--- src/rtl/vc_channel.sv ---
// vc_channel: input virtual-channel controller (flit FIFO, route/VC/switch handshakes, credits).
// Define VC_ERR_EN to add a sticky err output for dropped pushes, credit overflow and stray body/tail flits.
module vc_channel #(
    parameter int unsigned FLIT_W   = 32,
    parameter int unsigned DEPTH    = 4,
    parameter int unsigned PORT_W   = 3,
    parameter int unsigned VC_W     = 4,
    parameter int unsigned CRED_MAX = 4
) (
    input  logic                          clk,
    input  logic                          rst,
    input  logic                          in_valid,
    input  logic [FLIT_W-1:0]             in_flit,
    output logic                          credit_out,
    output logic                          route_req,
    input  logic                          route_ack,
    input  logic [PORT_W-1:0]             route_port,
    output logic                          vca_req,
    input  logic                          vca_grant,
    input  logic [VC_W-1:0]               vca_vc,
    input  logic [$clog2(CRED_MAX+1)-1:0] vca_cred,
    output logic                          sa_req,
    input  logic                          sa_grant,
    input  logic                          credit_in,
    output logic                          out_valid,
    output logic [FLIT_W-1:0]             out_flit,
    output logic [2:0]                    G,
    output logic [PORT_W-1:0]             R,
    output logic [VC_W-1:0]               O,
    output logic [$clog2(DEPTH+1)-1:0]    P,
    output logic [$clog2(CRED_MAX+1)-1:0] C
`ifdef VC_ERR_EN
    ,
    output logic                          err
`endif
);

    localparam int unsigned AW = $clog2(DEPTH);
    localparam int unsigned PW = $clog2(DEPTH + 1);
    localparam int unsigned CW = $clog2(CRED_MAX + 1);

    typedef enum logic [2:0] {
        S_IDLE        = 3'd0,
        S_ROUTING     = 3'd1,
        S_VC_WAIT     = 3'd2,
        S_ACTIVE      = 3'd3,
        S_CREDIT_WAIT = 3'd4
    } state_e;

    state_e            g_q, g_d;
    logic [PORT_W-1:0] r_q, r_d;
    logic [VC_W-1:0]   o_q, o_d;
    logic [PW-1:0]     p_q, p_d;
    logic [CW-1:0]     c_q, c_d;
    logic [AW-1:0]     rd_ptr_q, rd_ptr_d;
    logic [AW-1:0]     wr_ptr_q, wr_ptr_d;
    logic              out_valid_q, out_valid_d;
    logic              credit_out_q, credit_out_d;
    logic [FLIT_W-1:0] out_flit_q, out_flit_d;
    logic [FLIT_W-1:0] mem_q [DEPTH];

    logic [FLIT_W-1:0] front_c;
    logic              fifo_empty_c, fifo_full_c, front_head_c, front_tail_c;
    logic              sa_pop_c, discard_c, pop_c, push_c;
    logic [CW-1:0]     c_acc_c;

    // type bit 1 marks a head (10/11), type bit 0 marks a tail (01/11)
    assign front_c      = mem_q[rd_ptr_q];
    assign fifo_empty_c = (p_q == PW'(DEPTH));
    assign fifo_full_c  = (p_q == '0);
    assign front_head_c = front_c[FLIT_W-1];
    assign front_tail_c = front_c[FLIT_W-2];

    assign route_req = (g_q == S_ROUTING);
    assign vca_req   = (g_q == S_VC_WAIT);
    assign sa_req    = (g_q == S_ACTIVE) && !fifo_empty_c && (c_q != '0);
    assign sa_pop_c  = sa_req && sa_grant;
`ifdef VC_ERR_EN
    assign discard_c = (g_q == S_IDLE) && !fifo_empty_c && !front_head_c;
`else
    assign discard_c = 1'b0;
`endif
    assign pop_c  = sa_pop_c || discard_c;
    assign push_c = in_valid && (!fifo_full_c || pop_c);

    // a grant and a returned credit in the same cycle cancel out
    always_comb begin
        c_acc_c = c_q;
        if (sa_pop_c && !credit_in) begin
            c_acc_c = c_q - CW'(1);
        end else if (credit_in && !sa_pop_c && (c_q != CW'(CRED_MAX))) begin
            c_acc_c = c_q + CW'(1);
        end
    end

    always_comb begin
        g_d          = g_q;
        r_d          = r_q;
        o_d          = o_q;
        c_d          = c_q;
        rd_ptr_d     = rd_ptr_q;
        wr_ptr_d     = wr_ptr_q;
        p_d          = p_q;
        out_valid_d  = sa_pop_c;
        credit_out_d = pop_c;
        out_flit_d   = sa_pop_c ? front_c : out_flit_q;

        if (pop_c)  rd_ptr_d = rd_ptr_q + AW'(1);
        if (push_c) wr_ptr_d = wr_ptr_q + AW'(1);
        if (push_c && !pop_c) begin
            p_d = p_q - PW'(1);
        end else if (pop_c && !push_c) begin
            p_d = p_q + PW'(1);
        end

        case (g_q)
            S_IDLE: begin
                if (!fifo_empty_c && front_head_c) g_d = S_ROUTING;
            end
            S_ROUTING: begin
                if (route_ack) begin
                    r_d = route_port;
                    g_d = S_VC_WAIT;
                end
            end
            S_VC_WAIT: begin
                if (vca_grant) begin
                    o_d = vca_vc;
                    c_d = vca_cred;
                    g_d = (vca_cred != '0) ? S_ACTIVE : S_CREDIT_WAIT;
                end
            end
            S_ACTIVE: begin
                c_d = c_acc_c;
                if (sa_pop_c) begin
                    if (front_tail_c) begin
                        g_d = S_IDLE;
                        r_d = '0;
                        o_d = '0;
                        c_d = '0;
                    end else if (c_acc_c == '0) begin
                        g_d = S_CREDIT_WAIT;
                    end
                end
            end
            S_CREDIT_WAIT: begin
                c_d = c_acc_c;
                if (c_acc_c != '0) g_d = S_ACTIVE;
            end
            default: g_d = S_IDLE;
        endcase
    end

    always_ff @(posedge clk or negedge rst) begin
        if (!rst) begin
            g_q          <= S_IDLE;
            r_q          <= '0;
            o_q          <= '0;
            c_q          <= '0;
            p_q          <= PW'(DEPTH);
            rd_ptr_q     <= '0;
            wr_ptr_q     <= '0;
            out_valid_q  <= 1'b0;
            credit_out_q <= 1'b0;
            out_flit_q   <= '0;
        end else begin
            g_q          <= g_d;
            r_q          <= r_d;
            o_q          <= o_d;
            c_q          <= c_d;
            p_q          <= p_d;
            rd_ptr_q     <= rd_ptr_d;
            wr_ptr_q     <= wr_ptr_d;
            out_valid_q  <= out_valid_d;
            credit_out_q <= credit_out_d;
            out_flit_q   <= out_flit_d;
        end
    end

    // storage is not reset; occupancy lives in the pointers and P
    always_ff @(posedge clk) begin
        if (push_c) mem_q[wr_ptr_q] <= in_flit;
    end

`ifdef VC_ERR_EN
    logic err_q, err_d;

    always_comb begin
        err_d = err_q;
        if ((in_valid && fifo_full_c && !pop_c) ||
            (credit_in && (c_q == CW'(CRED_MAX))) || discard_c) begin
            err_d = 1'b1;
        end
    end

    always_ff @(posedge clk or negedge rst) begin
        if (!rst) err_q <= 1'b0;
        else      err_q <= err_d;
    end

    assign err = err_q;
`endif

    assign G          = g_q;
    assign R          = r_q;
    assign O          = o_q;
    assign P          = p_q;
    assign C          = c_q;
    assign out_valid  = out_valid_q;
    assign credit_out = credit_out_q;
    assign out_flit   = out_flit_q;

endmodule

--- config.mk ---
export PLATFORM = sky130hd
export DESIGN_NAME = vc_channel
export DESIGN_NICKNAME = d
export VERILOG_FILES = /design/src/rtl/vc_channel.sv
export SDC_FILE = /design/constraint.sdc
export NUM_CORES = 1
export LEC_CHECK = 0
export ABC_CLOCK_PERIOD_IN_PS = 4400
export CAP_MARGIN = 25
export CORE_ASPECT_RATIO = 1.25
export CORE_MARGIN = 2
export CORE_UTILIZATION = 50
export CTS_BUF_LIST = sky130_fd_sc_hd__clkbuf_4 sky130_fd_sc_hd__clkbuf_8
export CTS_CLUSTER_SIZE = 8
export DETAILED_ROUTE_END_ITERATION = 6
export PLACE_DENSITY = 0.76
export SLEW_MARGIN = 15
export SYNTH_ARGS = -nofsm -noshare
export SYNTH_HDL_FRONTEND = slang
export SYNTH_SLANG_ARGS = --single-unit
--- constraint.sdc ---
create_clock -name clk -period 4.4 [get_ports clk]
set_input_delay 0.88 -clock clk [delete_from_list [all_inputs] [get_ports clk]]
set_output_delay 0.88 -clock clk [all_outputs]
set_load 0.05 [all_outputs]
==> metrics.md, run 1 <==
| Metric | Value |
|---|---|
| Total Routing Usage GR | 0.1899 |
| Max-Slew Margin vs Limit | 0.4440 |
| CTS tree | yes |
| Fillers | 1036 |
| Clock Tree Buf Depth | 2 |
| Startpoint Class | flop |
| WL/cell | between 15 and 20 um |
| Die Height | ~140 um |
| Port bufs | about 100 |
| CTS hold repair buffers | 0 |
| DR vias | about 4000 |
| Worst Tran Pin Value | 0.8341 ns |
| Seq/Total Area, Yosys | 0.7094 |
| Pint | 4.246 mW |
| Reg2Reg Depth | 8 |
| Fmax | 281.5 MHz |
| Most frequent cells after synthesis | edfxtp_1, dfrtp_1, mux4_2, mux2_2, nor2_1 |
| Post-synth EDFFs | approximately 130 |
| # diodes | 0 |
| Clock skew | 0.01011 ns |
| Mapped Cells | 406 |
| Crit Path Max Fanout | 7 |
| RSZ-0062 raised after global routing | no |
| Max H-tree Level | 4 |
| TNS Setup | 0 ns |
| Die area | 15570 sq um |
| First-pass GRT wire length | 22490 um |
| Most common cell in the synthesized netlist | edfxtp_1 |
| Share of layout cells above drive strength 1 | 0.2208 |
| Post-synthesis cell area | 7289 sq um |
| Seq cells post-synth | 181 |
| Crit Path Class | reg2out |
| Synth cell types | 50 |
| Worst Path Buf+Inv | 2 |
| Synth area leaders | edfxtp_1, dfrtp_1, mux4_2 |
| Largest net degree at the start of global routing | between 40 and 50 |
| Hold Crit Class | in2async |
| Cells along the critical path | inv_1 > ha_1 > nor2b_1 > nor3_1 > clkdlybuf4s50_1 |
| Post-route design area | slightly below 9000 sq um |
| Tcrit/Tclk final | 0.8073 |
| Post-synth top area share | 0.5273 |
| Post-CTS sizing | 0 |
| Setup crit end kind | output port |
| Final core occ | 0.6236 |
| Setup WS post-layout | 0.8481 ns |
| Clock Latency Late Sink | 0.46 ns |
| Placed wire-length estimate | 9297 um |
| Routed vias/inst | about 5.6 |
| Final WL | about 14000 um |
| Setup slack at placement | around 0.73 ns |
| P per Cell Area | 776.1 nW/um^2 |
| Switch share | 0.3885 |
| Critical path arrival | approximately 2.7 ns |
| Starting density of the core | 0.5081 |
| Initial DRC count | 374 |
| Minimum clock period | 3.552 ns |
| Num CTS Buffers | 17 |
| Number of setup buffers added after CTS | 0 |
| P_sw | approximately 2.7 mW |
| Root buf cell | clkbuf_8 |
| Asr flop ratio synth | 0.2928 |
| Worst path required time | 3.52 ns |
| Status | complete, no violations |
| Synth Flop Type | edfxtp_1 |
| Peak supply drop | between 0.5 and 0.6 mV |
| Detailed Routing Iterations Pass 1 | 6 |
| Initial antenna violation count | 0 |
| WP depth | 5 |
| Vias in the first global route | 4192 |
| Grt ovf | 0 |
| Die W | 112.0 um |
| Core area | 14350 sq um |
| Clk sink count | 181 |
| Synth Area per Inst | 17.95 sq um |
| DP Area | approximately 8500 sq um |
| Gp weighted congestion | 0.8774 |
| Slowest stage delay, CP | 0.84 ns |
| Final Hold Violating Endpoints | 0 |
| Synthesis Warnings | 0 |
| CTS clk-pin slew, worst paths | around 0.090 ns |
| Post-route ant nets | 0 |
| Flop pwr share | 0.391 |
| CP max stage cell | clkdlybuf4s50_1 |
| Final setup viols | 0 |
| Final Hold Slack | 0.3192 ns |
| Syn-to-layout area delta | 22.73% |
| Max_cap viols | 0 |
| # IOs | 102 |
| Site Rows | 49 |
| Syn Nets | around 460 |
| Clock power frac | 0.174 |
| Final Max Tran Viols | 0 |
| Yosys top cell by area | edfxtp_1 |
| Top delay family on crit path | buffers and inverters |
| Drt drc | 0 |
| Comb power frac | 0.435 |
| Final net count | between 500 and 600 |
| Static Leak | around 3.2 nW |
area by class of cell:
type	instances	area, sq um	share of cell area
clock inverters	12	177.7	0.01986
multi-input cells	194	1988	0.2222
clock buffers	20	256.5	0.02867
flip-flops and latches	181	5174	0.5783
well taps	178	222.7	0.02490
inverters	13	53.80	0.006014
repair buffers	110	1074	0.1200
routing by layer:
layer | up-vias | wire length (um) | GRT usage
li1 | 1807 | - | -
met1 | 2024 | 5770 | 0.2410
met2 | 145 | 7136 | 0.3212
met3 | 16 | 846 | 0.05201
met4 | 0 | 191 | 0.05969
met5 | - | 0 | 0
worst reg2reg max path: cells and delay by family (launching register included):
| kind | cells | cell delay (ns) |
|---|---|---|
| AND/OR/NAND/NOR | 3 | 1.27 |
| buffers and inverters | 3 | 0.58 |
| adder cells (fa/ha/maj) | 1 | 0.29 |
| AO/OA/AOI/OAI | 1 | 0.28 |
| flip-flops | 1 | 0.48 |
cell families (layout without fill, tap and decap cells):
group           after synthesis  in the layout  synth area share
flops                       181            181            0.7094
mux                          67             67            0.1522
simple gates                 63             63           0.04840
compound gates               48             48           0.04651
buf+inv                      31            155           0.01854
fa+ha+maj                     9              9           0.01648
xor+xnor                      7              7          0.008411
placed cells by master, fill, tap and decap left out, types with 3 or more instances in the layout:
cell type,netlist,layout
a211oi_1,4,4
a21oi_1,12,12
a31o_1,4,4
a31oi_1,4,4
and2_1,7,3
and2_2,0,4
buf_4,1,9
bufinv_16,0,4
clkbuf_4,0,3
clkbuf_8,0,17
clkdlybuf4s50_1,0,100
dfrtp_1,52,50
edfxtp_1,128,128
ha_1,8,8
inv_1,12,12
mux2_2,31,31
mux2i_1,4,4
mux4_2,32,32
nand2_1,13,13
nand2b_1,5,5
nand3_1,3,3
nor2_1,14,14
nor2b_1,8,8
o21ai_0,3,3
o21ai_1,3,3
o31ai_1,3,3
xnor2_1,5,5
metrics by stage:
step / total power, mW / std cells
floorplan: 4.826 / 406
detailed placement: 5.794 / 676
CTS: 7.003 / 708
global route: 7.285 / 708
global placement: 5.701 / 676
finish: 6.943 / 708
state kept, by name, summed over array words and instances (netlist names):
| name | flops |
|---|---|
| credit_out | 1 |
| G | 3 |
| R | 3 |
| out_flit | 32 |
| C | 3 |
| rd_ptr_q | 2 |
| wr_ptr_q | 2 |
| O | 4 |
| P | 3 |
| mem_q | 128 |
power by group through the flow:
stage	clock network, mW	logic (mW)	registers, mW
2_1_floorplan	0	1.48	3.35
3_3_place_gp	0	2.97	2.73
3_5_place_dp	0	3.03	2.76
4_1_cts	1.23	3.05	2.72
5_1_grt	1.29	3.21	2.79
6_report	1.21	3.02	2.71
path summary, 6_finish.rpt:
| check | from | end | slack [ns] |
|---|---|---|---|
| setup / recovery | C[0]$_DFFE_PN0P_ | sa_req | 0.85 |
| hold / removal | rst | out_flit[23]$_DFFE_PN0P_ | 0.32 |
| setup reg to reg | C[0]$_DFFE_PN0P_ | mem_q[3][30]$_DFFE_PP_ | 1.18 |
| hold reg to reg | out_flit[29]$_DFFE_PN0P_ | out_flit[29]$_DFFE_PN0P_ | 0.51 |
| max in group asynchronous | rst | rd_ptr_q[1]$_DFFE_PN0P_ | 3.15 |
| min in group clk | out_flit[29]$_DFFE_PN0P_ | out_flit[29]$_DFFE_PN0P_ | 0.51 |
Power figures use the tool's default switching activity.
==> run 2, diff against run 1 <==
--- a/config.mk
+++ b/config.mk
@@ -5,7 +5,7 @@
 export SDC_FILE = /design/constraint.sdc
 export NUM_CORES = 1
 export LEC_CHECK = 0
-export ABC_CLOCK_PERIOD_IN_PS = 4400
+export ABC_CLOCK_PERIOD_IN_PS = 2900
 export CAP_MARGIN = 25
 export CORE_ASPECT_RATIO = 1.25
 export CORE_MARGIN = 2
@@ -13,7 +13,7 @@
 export CTS_BUF_LIST = sky130_fd_sc_hd__clkbuf_4 sky130_fd_sc_hd__clkbuf_8
 export CTS_CLUSTER_SIZE = 8
 export DETAILED_ROUTE_END_ITERATION = 6
-export PLACE_DENSITY = 0.76
+export PLACE_DENSITY = 0.79
 export SLEW_MARGIN = 15
 export SYNTH_ARGS = -nofsm -noshare
 export SYNTH_HDL_FRONTEND = slang
==> constraint.sdc (replaced) <==
create_clock -name clk -period 2.9 [get_ports clk]
set_input_delay 0.58 -clock clk [delete_from_list [all_inputs] [get_ports clk]]
set_output_delay 0.58 -clock clk [all_outputs]
set_load 0.05 [all_outputs]
==> run 2 against run 1 <==
- hold slack got worse by 0.056 ns
- flip-flop and latch count unchanged
- cell area grew 1.1%
- critical path type unchanged
- sequential share of layout area down 0.57 points
- clock power increased by 32%
- wire length decreased by 0.67%
- clock skew rose by 0.0039 ns
- die area unchanged
==> metrics.md, run 2 (synthesis results as in run 1) <==
| Metric | Value |
|---|---|
| Status | complete, no violations |
| Initial antenna violation count | 0 |
| Clock Latency Late Sink | 0.45 ns |
| Max-Slew Margin vs Limit | 0.5029 |
| Num CTS Buffers | 17 |
| P per Cell Area | 1157 nW/um^2 |
| Largest net degree at the start of global routing | between 50 and 60 |
| DP Area | 8667 sq um |
| Most flop-heavy register | mem_q |
| Root buf cell | clkbuf_8 |
| Design Power | between 10 and 15 mW |
| Die area | 15570 sq um |
| Number of setup buffers added after CTS | 0 |
| Max H-tree Level | 4 |
| RSZ-0062 raised after global routing | no |
| Met3 Usage GRT | 0.04196 |
| Setup crit end kind | output port |
| Final setup viols | 0 |
| Core area | 14350 sq um |
| Post-route design area | 9044 sq um |
| GRT Max-Usage Layer | met2 |
| Total Routing Usage GR | 0.1878 |
| Grt ovf | 0 |
| Final Max Tran Viols | 0 |
| Startpoint Class | flop |
| Starting density of the core | 0.5081 |
| TNS Setup | 0 ns |
| Detailed Routing Iterations Pass 1 | 4 |
| Clk sink count | 181 |
| Site Rows | between 40 and 50 |
| Drt drc | 0 |
| Gp weighted congestion | 0.8362 |
| Final WL | roughly 14000 um |
| Die W | 112.0 um |
| Commonest non-fill, non-tap cell in the layout | edfxtp_1 |
| Crit Path Class | reg2out |
| WL/cell | between 15 and 20 um |
| Hold Crit Class | in2async |
| Share of layout cells above drive strength 1 | 0.2537 |
| R2R Setup Slk | 0.30 ns |
| Max reg flops | between 100 and 150 |
| Static Leak | roughly 3.2 nW |
| Post-route ant nets | 0 |
| # diodes | 0 |
| Final core occ | 0.6304 |
| # IOs | 102 |
| Clock skew | 0.01405 ns |
| Clock Tree Buf Depth | 2 |
| Fmax | 363.9 MHz |
| Peak supply drop | 0.6366 mV |
| Crit Path Max Fanout | 18 |
| Syn-to-layout area delta | 24.06% |
| Placed wire-length estimate | just over 9000 um |
| Worst path required time | between 2 and 2.5 ns |
| Final net count | 585 |
| Met2 Use GR | 0.3333 |
| Minimum clock period | between 2 and 3 ns |
| First-pass GRT wire length | 22470 um |
| Post-CTS sizing | 1 |
| CTS clk-pin slew, worst paths | 0.09 ns |
| Critical path arrival | 2.17 ns |
| CTS tree | yes |
| DR vias | 4055 |
| Final Hold Violating Endpoints | 0 |
| Initial DRC count | 315 |
| Multi-input gate area | 2013 sq um |
| CTS hold repair buffers | 0 |
| Most frequent cells in the layout | edfxtp_1, clkdlybuf4s50_1, dfrtp_1, mux4_2, mux2_2 |
| Max_cap viols | 0 |
| Fillers | ~1000 |
| M1 GR Usage | 0.2240 |
| Sequential cell area | ~5200 sq um |
| Tcrit/Tclk final | 0.9475 |
| Die Height | between 100 and 150 um |
| Vias in the first global route | 4400 |
| Worst Tran Pin Value | 0.7456 ns |
| Routed vias/inst | 5.648 |
| Port bufs | 101 |
## run 2: critical path: stages, from the launching register on
cell	delay, ns
dfrtp_2	0.55
nand2b_1	0.17
nor2_1	0.17
clkdlybuf4s50_1	0.82
## run 2: through the flow
| step | hold WS (ns) | std cells | setup slack [ns] |
|---|---|---|---|
| floorplan | 0.2844 | 406 | 0.007917 |
| global placement | 0.4928 | 686 | 0.004385 |
| detailed placement | 0.4903 | 686 | -0.04362 |
| CTS | 0.2798 | 718 | 0.1309 |
| global route | 0.3121 | 718 | 0.06196 |
| finish | 0.2632 | 718 | 0.1521 |
## run 2: power by group
| part | total [mW] | switching [mW] | internal [mW] | leakage [nW] |
|---|---|---|---|---|
| clock network | 1.60 | 0.878 | 0.722 | 0.190 |
| logic | 4.82 | 2.78 | 2.04 | 1.23 |
| registers | 4.04 | 0.477 | 3.57 | 1.80 |
| total | 10.5 | 4.13 | 6.33 | 3.22 |
## run 2: layout make-up
class                           instances  area share
Timing Repair Buffer                  120      0.1324
Clock buffer                           19     0.02822
Clock inverter                         13     0.01356
Sequential cell                       181      0.5726
Tap cell                              178     0.02463
Inverter                               13    0.005949
Multi-Input combinational cell        194      0.2226
## run 2: final timing paths
| path | from | endpoint | cells past startpoint |
|---|---|---|---|
| worst max-delay path | G[1]$_DFFE_PN0P_ | vca_req | 3 |
| worst min-delay path | rst | C[1]$_DFFE_PN0P_ | 2 |
| worst max register to register | P[2]$_DFFE_PN1P_ | P[1]$_DFFE_PN0P_ | 8 |
| worst min register to register | out_flit[30]$_DFFE_PN0P_ | out_flit[30]$_DFFE_PN0P_ | 1 |
| max in group asynchronous | rst | rd_ptr_q[1]$_DFFE_PN0P_ | 2 |
| min in group clk | out_flit[30]$_DFFE_PN0P_ | out_flit[30]$_DFFE_PN0P_ | 1 |
## run 2: per-layer routing
metal	up-vias	wire length [um]
met5	-	0
met4	0	267
met3	23	639
met2	126	7469
met1	2080	5475
li1	1826	-
==> run 3, diff against run 2 <==
--- a/config.mk
+++ b/config.mk
@@ -7,13 +7,15 @@
 export LEC_CHECK = 0
 export ABC_CLOCK_PERIOD_IN_PS = 2900
 export CAP_MARGIN = 25
+export CELL_PAD_IN_SITES_DETAIL_PLACEMENT = 0
+export CELL_PAD_IN_SITES_GLOBAL_PLACEMENT = 2
 export CORE_ASPECT_RATIO = 1.25
 export CORE_MARGIN = 2
-export CORE_UTILIZATION = 50
+export CORE_UTILIZATION = 38
 export CTS_BUF_LIST = sky130_fd_sc_hd__clkbuf_4 sky130_fd_sc_hd__clkbuf_8
 export CTS_CLUSTER_SIZE = 8
 export DETAILED_ROUTE_END_ITERATION = 6
-export PLACE_DENSITY = 0.79
+export PLACE_DENSITY = 0.81
 export SLEW_MARGIN = 15
 export SYNTH_ARGS = -nofsm -noshare
 export SYNTH_HDL_FRONTEND = slang
==> run 3 against run 2 <==
- clock skew is 0.00068 ns lower
- highest routed layer unchanged
- hold slack worse by 0.21 ns
- power up 0.18%
- maximum frequency rose by 1.6%
- cell area increased by 1.4%
- non-clock buffer count increased by 6
- global-route usage is 3.7 points lower
- die area increased by 30%
- via count shrank 1.8%
- sequential share of layout area is 0.78 points lower
- critical path depth stayed put
==> metrics.md, run 3 (synthesis results as in run 1) <==
| Metric | Value |
|---|---|
| Most frequent cells in the layout | edfxtp_1, clkdlybuf4s50_1, dfrtp_1, mux4_2, mux2_2 |
| Post-route ant nets | 0 |
| Syn-to-layout area delta | 25.78% |
| Drt drc | 0 |
| Comb power frac | 0.466 |
| Clock power frac | 0.150 |
| Largest net degree at the start of global routing | 27 |
| Placed wire-length estimate | about 10000 um |
| RSZ-0062 raised after global routing | no |
| Fillers | 1593 |
| Grt ovf | 0 |
| Max_cap viols | 0 |
| First-pass GRT wire length | 23140 um |
| Final WL | 14620 um |
| Critical R2R Launch | P[2]$_DFFE_PN1P_ |
| P per Cell Area | 1143 nW/um^2 |
| Worst Setup SP | G[1]$_DFFE_PN0P_ |
| Final Hold Violating Endpoints | 0 |
| Tcrit/Tclk final | 0.9330 |
| FF-to-FF End | P[1]$_DFFE_PN0P_ |
| Worst Path Buf+Inv | 1 |
| Worst Tran Pin Value | 0.6373 ns |
| Cells along the critical path | nand2b_1 > nor2_1 > clkdlybuf4s50_1 |
| Peak supply drop | approximately 0.58 mV |
| CTS clk-pin slew, worst paths | about 0.090 ns |
| Reg2Reg Depth | 8 |
| Final core occ | 0.4883 |
| WL/cell | 18.79 um |
| Port bufs | 101 |
| Routed vias/inst | 5.118 |
| Minimum clock period | ~2.7 ns |
| Critical path arrival | about 2.1 ns |
| Initial antenna violation count | 0 |
| Crit Path Max Fanout | 18 |
| Clock Latency Late Sink | ~0.45 ns |
| Starting density of the core | 0.3882 |
| Vias in the first global route | 4266 |
| Max-Slew Margin vs Limit | 0.5706 |
| Initial DRC count | 215 |
| P_sw | 4.121 mW |
| CP max stage cell | clkdlybuf4s50_1 |
| DR vias | 3982 |
| Setup crit end kind | output port |
| Number of setup buffers added after CTS | 0 |
| # diodes | 0 |
| Crit Path Class | reg2out |
| Commonest non-fill, non-tap cell in the layout | edfxtp_1 |
| Setup crit end | vca_req |
| Max H-tree Level | 4 |
| Fmax | ~370 MHz |
| Die Height | 158.9 um |
| CTS tree | yes |
| DP Area | 8805 sq um |
| Post-route design area | 9169 sq um |
| Slowest stage delay, CP | 0.82 ns |
| Final Max Tran Viols | 0 |
| Top delay family on crit path | buffers and inverters |
| Final net count | about 590 |
| Detailed Routing Iterations Pass 1 | 7 |
| WP depth | 3 |
| Die W | 127.9 um |
| Total Routing Usage GR | 0.1510 |
| R2R Setup Slk | 0.33 ns |
| Num CTS Buffers | 17 |
| Status | complete, no violations |
| Core area | 18780 sq um |
| Worst path required time | 2.32 ns |
| Startpoint Class | flop |
| Clk sink count | 181 |
| # IOs | between 100 and 150 |
| Gp weighted congestion | 0.8158 |
| Clock skew | 0.01337 ns |
| Die area | about 20000 sq um |
| Flop pwr share | 0.384 |
| Switch share | 0.3933 |
| Final setup viols | 0 |
| Clock Tree Buf Depth | 2 |
| Pint | 6.358 mW |
| Share of layout cells above drive strength 1 | 0.2564 |
| Max reg flops | 128 |
| Most flop-heavy register | mem_q |
| Root buf cell | clkbuf_8 |
| Hold Crit Class | in2async |
| Site Rows | 56 |
| Static Leak | ~3.3 nW |
[run 3: changes by cell type in the layout (fill, tap and decap cells not counted)]
cell and delta:
clkinv_1 +3, clkinvlp_4 -2, inv_8 -1, clkbuf_4 +1
buf_12 +2, clkinv_2 -1, buf_4 +4
[run 3: what timing repair did]
| item | in CTS | in global routing |
|---|---|---|
| hold buffers | 0 | 0 |
| resized for setup | 1 | 0 |
| setup endpoints to repair | 1 | 0 |
[run 3: cell type report]
type | instances | area [sq um] | share of cell area
clock buffer | 20 | 262.8 | 0.02866
timing repair buffer | 126 | 1267 | 0.1382
multi-input combinational | 194 | 2013 | 0.2196
inverter | 13 | 53.80 | 0.005868
clock inverter | 12 | 102.6 | 0.01119
sequential | 181 | 5179 | 0.5648
tap | 232 | 290.3 | 0.03166
[run 3: worst reg2reg max path, stage by stage, from the launching register on]
cell and delay [ns]:
dfstp_2 0.59, nor3b_2 0.39, or3_1 0.25, clkinv_4 0.06, o41a_1 0.39, ha_2 0.20, inv_1 0.07, fa_2 0.42
mux2i_1 0.13
[run 3: layer usage]
metal | vias to the layer above | track usage | routed length, um
met5 | - | 0 | 0
met2 | 100 | 0.2705 | 7888
met1 | 2038 | 0.1791 | 5995
met3 | 9 | 0.03807 | 626
met4 | 0 | 0.04096 | 106
li1 | 1835 | - | -
[run 3: per-stage QoR]
step | setup WS (ns) | TNS, ns | hold WS (ns) | power, mW | instances
4_1_cts | 0.1688 | 0 | 0.03810 | 10.64 | 778
2_1_floorplan | 0.007917 | 0 | 0.2844 | 7.385 | 406
3_5_place_dp | -0.03551 | -0.03681 | 0.4951 | 9.056 | 746
3_3_place_gp | -0.01705 | -0.01705 | 0.4912 | 8.954 | 746
6_report | 0.1942 | 0 | 0.05549 | 10.48 | 778
5_1_grt | 0.05157 | 0 | 0.04955 | 11.09 | 778
[run 3: power by group through the flow]
stage | sequential [mW] | combinational, mW | clock, mW
3_5_place_dp | 4.09 | 4.96 | 0
5_1_grt | 4.12 | 5.22 | 1.74
4_1_cts | 4.04 | 4.97 | 1.62
6_report | 4.03 | 4.88 | 1.57
3_3_place_gp | 4.06 | 4.89 | 0
2_1_floorplan | 5.08 | 2.31 | 0
[run 3: worst min-delay path by stage]
stage / startpoint / end / slack [ns] / cells past startpoint
3_3_place_gp: out_flit[13]$_DFFE_PN0P_ / out_flit[13]$_DFFE_PN0P_ / 0.49 / 1
2_1_floorplan: rst / C[0]$_DFFE_PN0P_ / 0.28 / 0
4_1_cts: rst / C[2]$_DFFE_PN0P_ / 0.04 / 1
6_report: rst / C[2]$_DFFE_PN0P_ / 0.06 / 1
5_1_grt: rst / C[1]$_DFFE_PN0P_ / 0.05 / 1
3_5_place_dp: out_flit[5]$_DFFE_PN0P_ / out_flit[5]$_DFFE_PN0P_ / 0.50 / 1
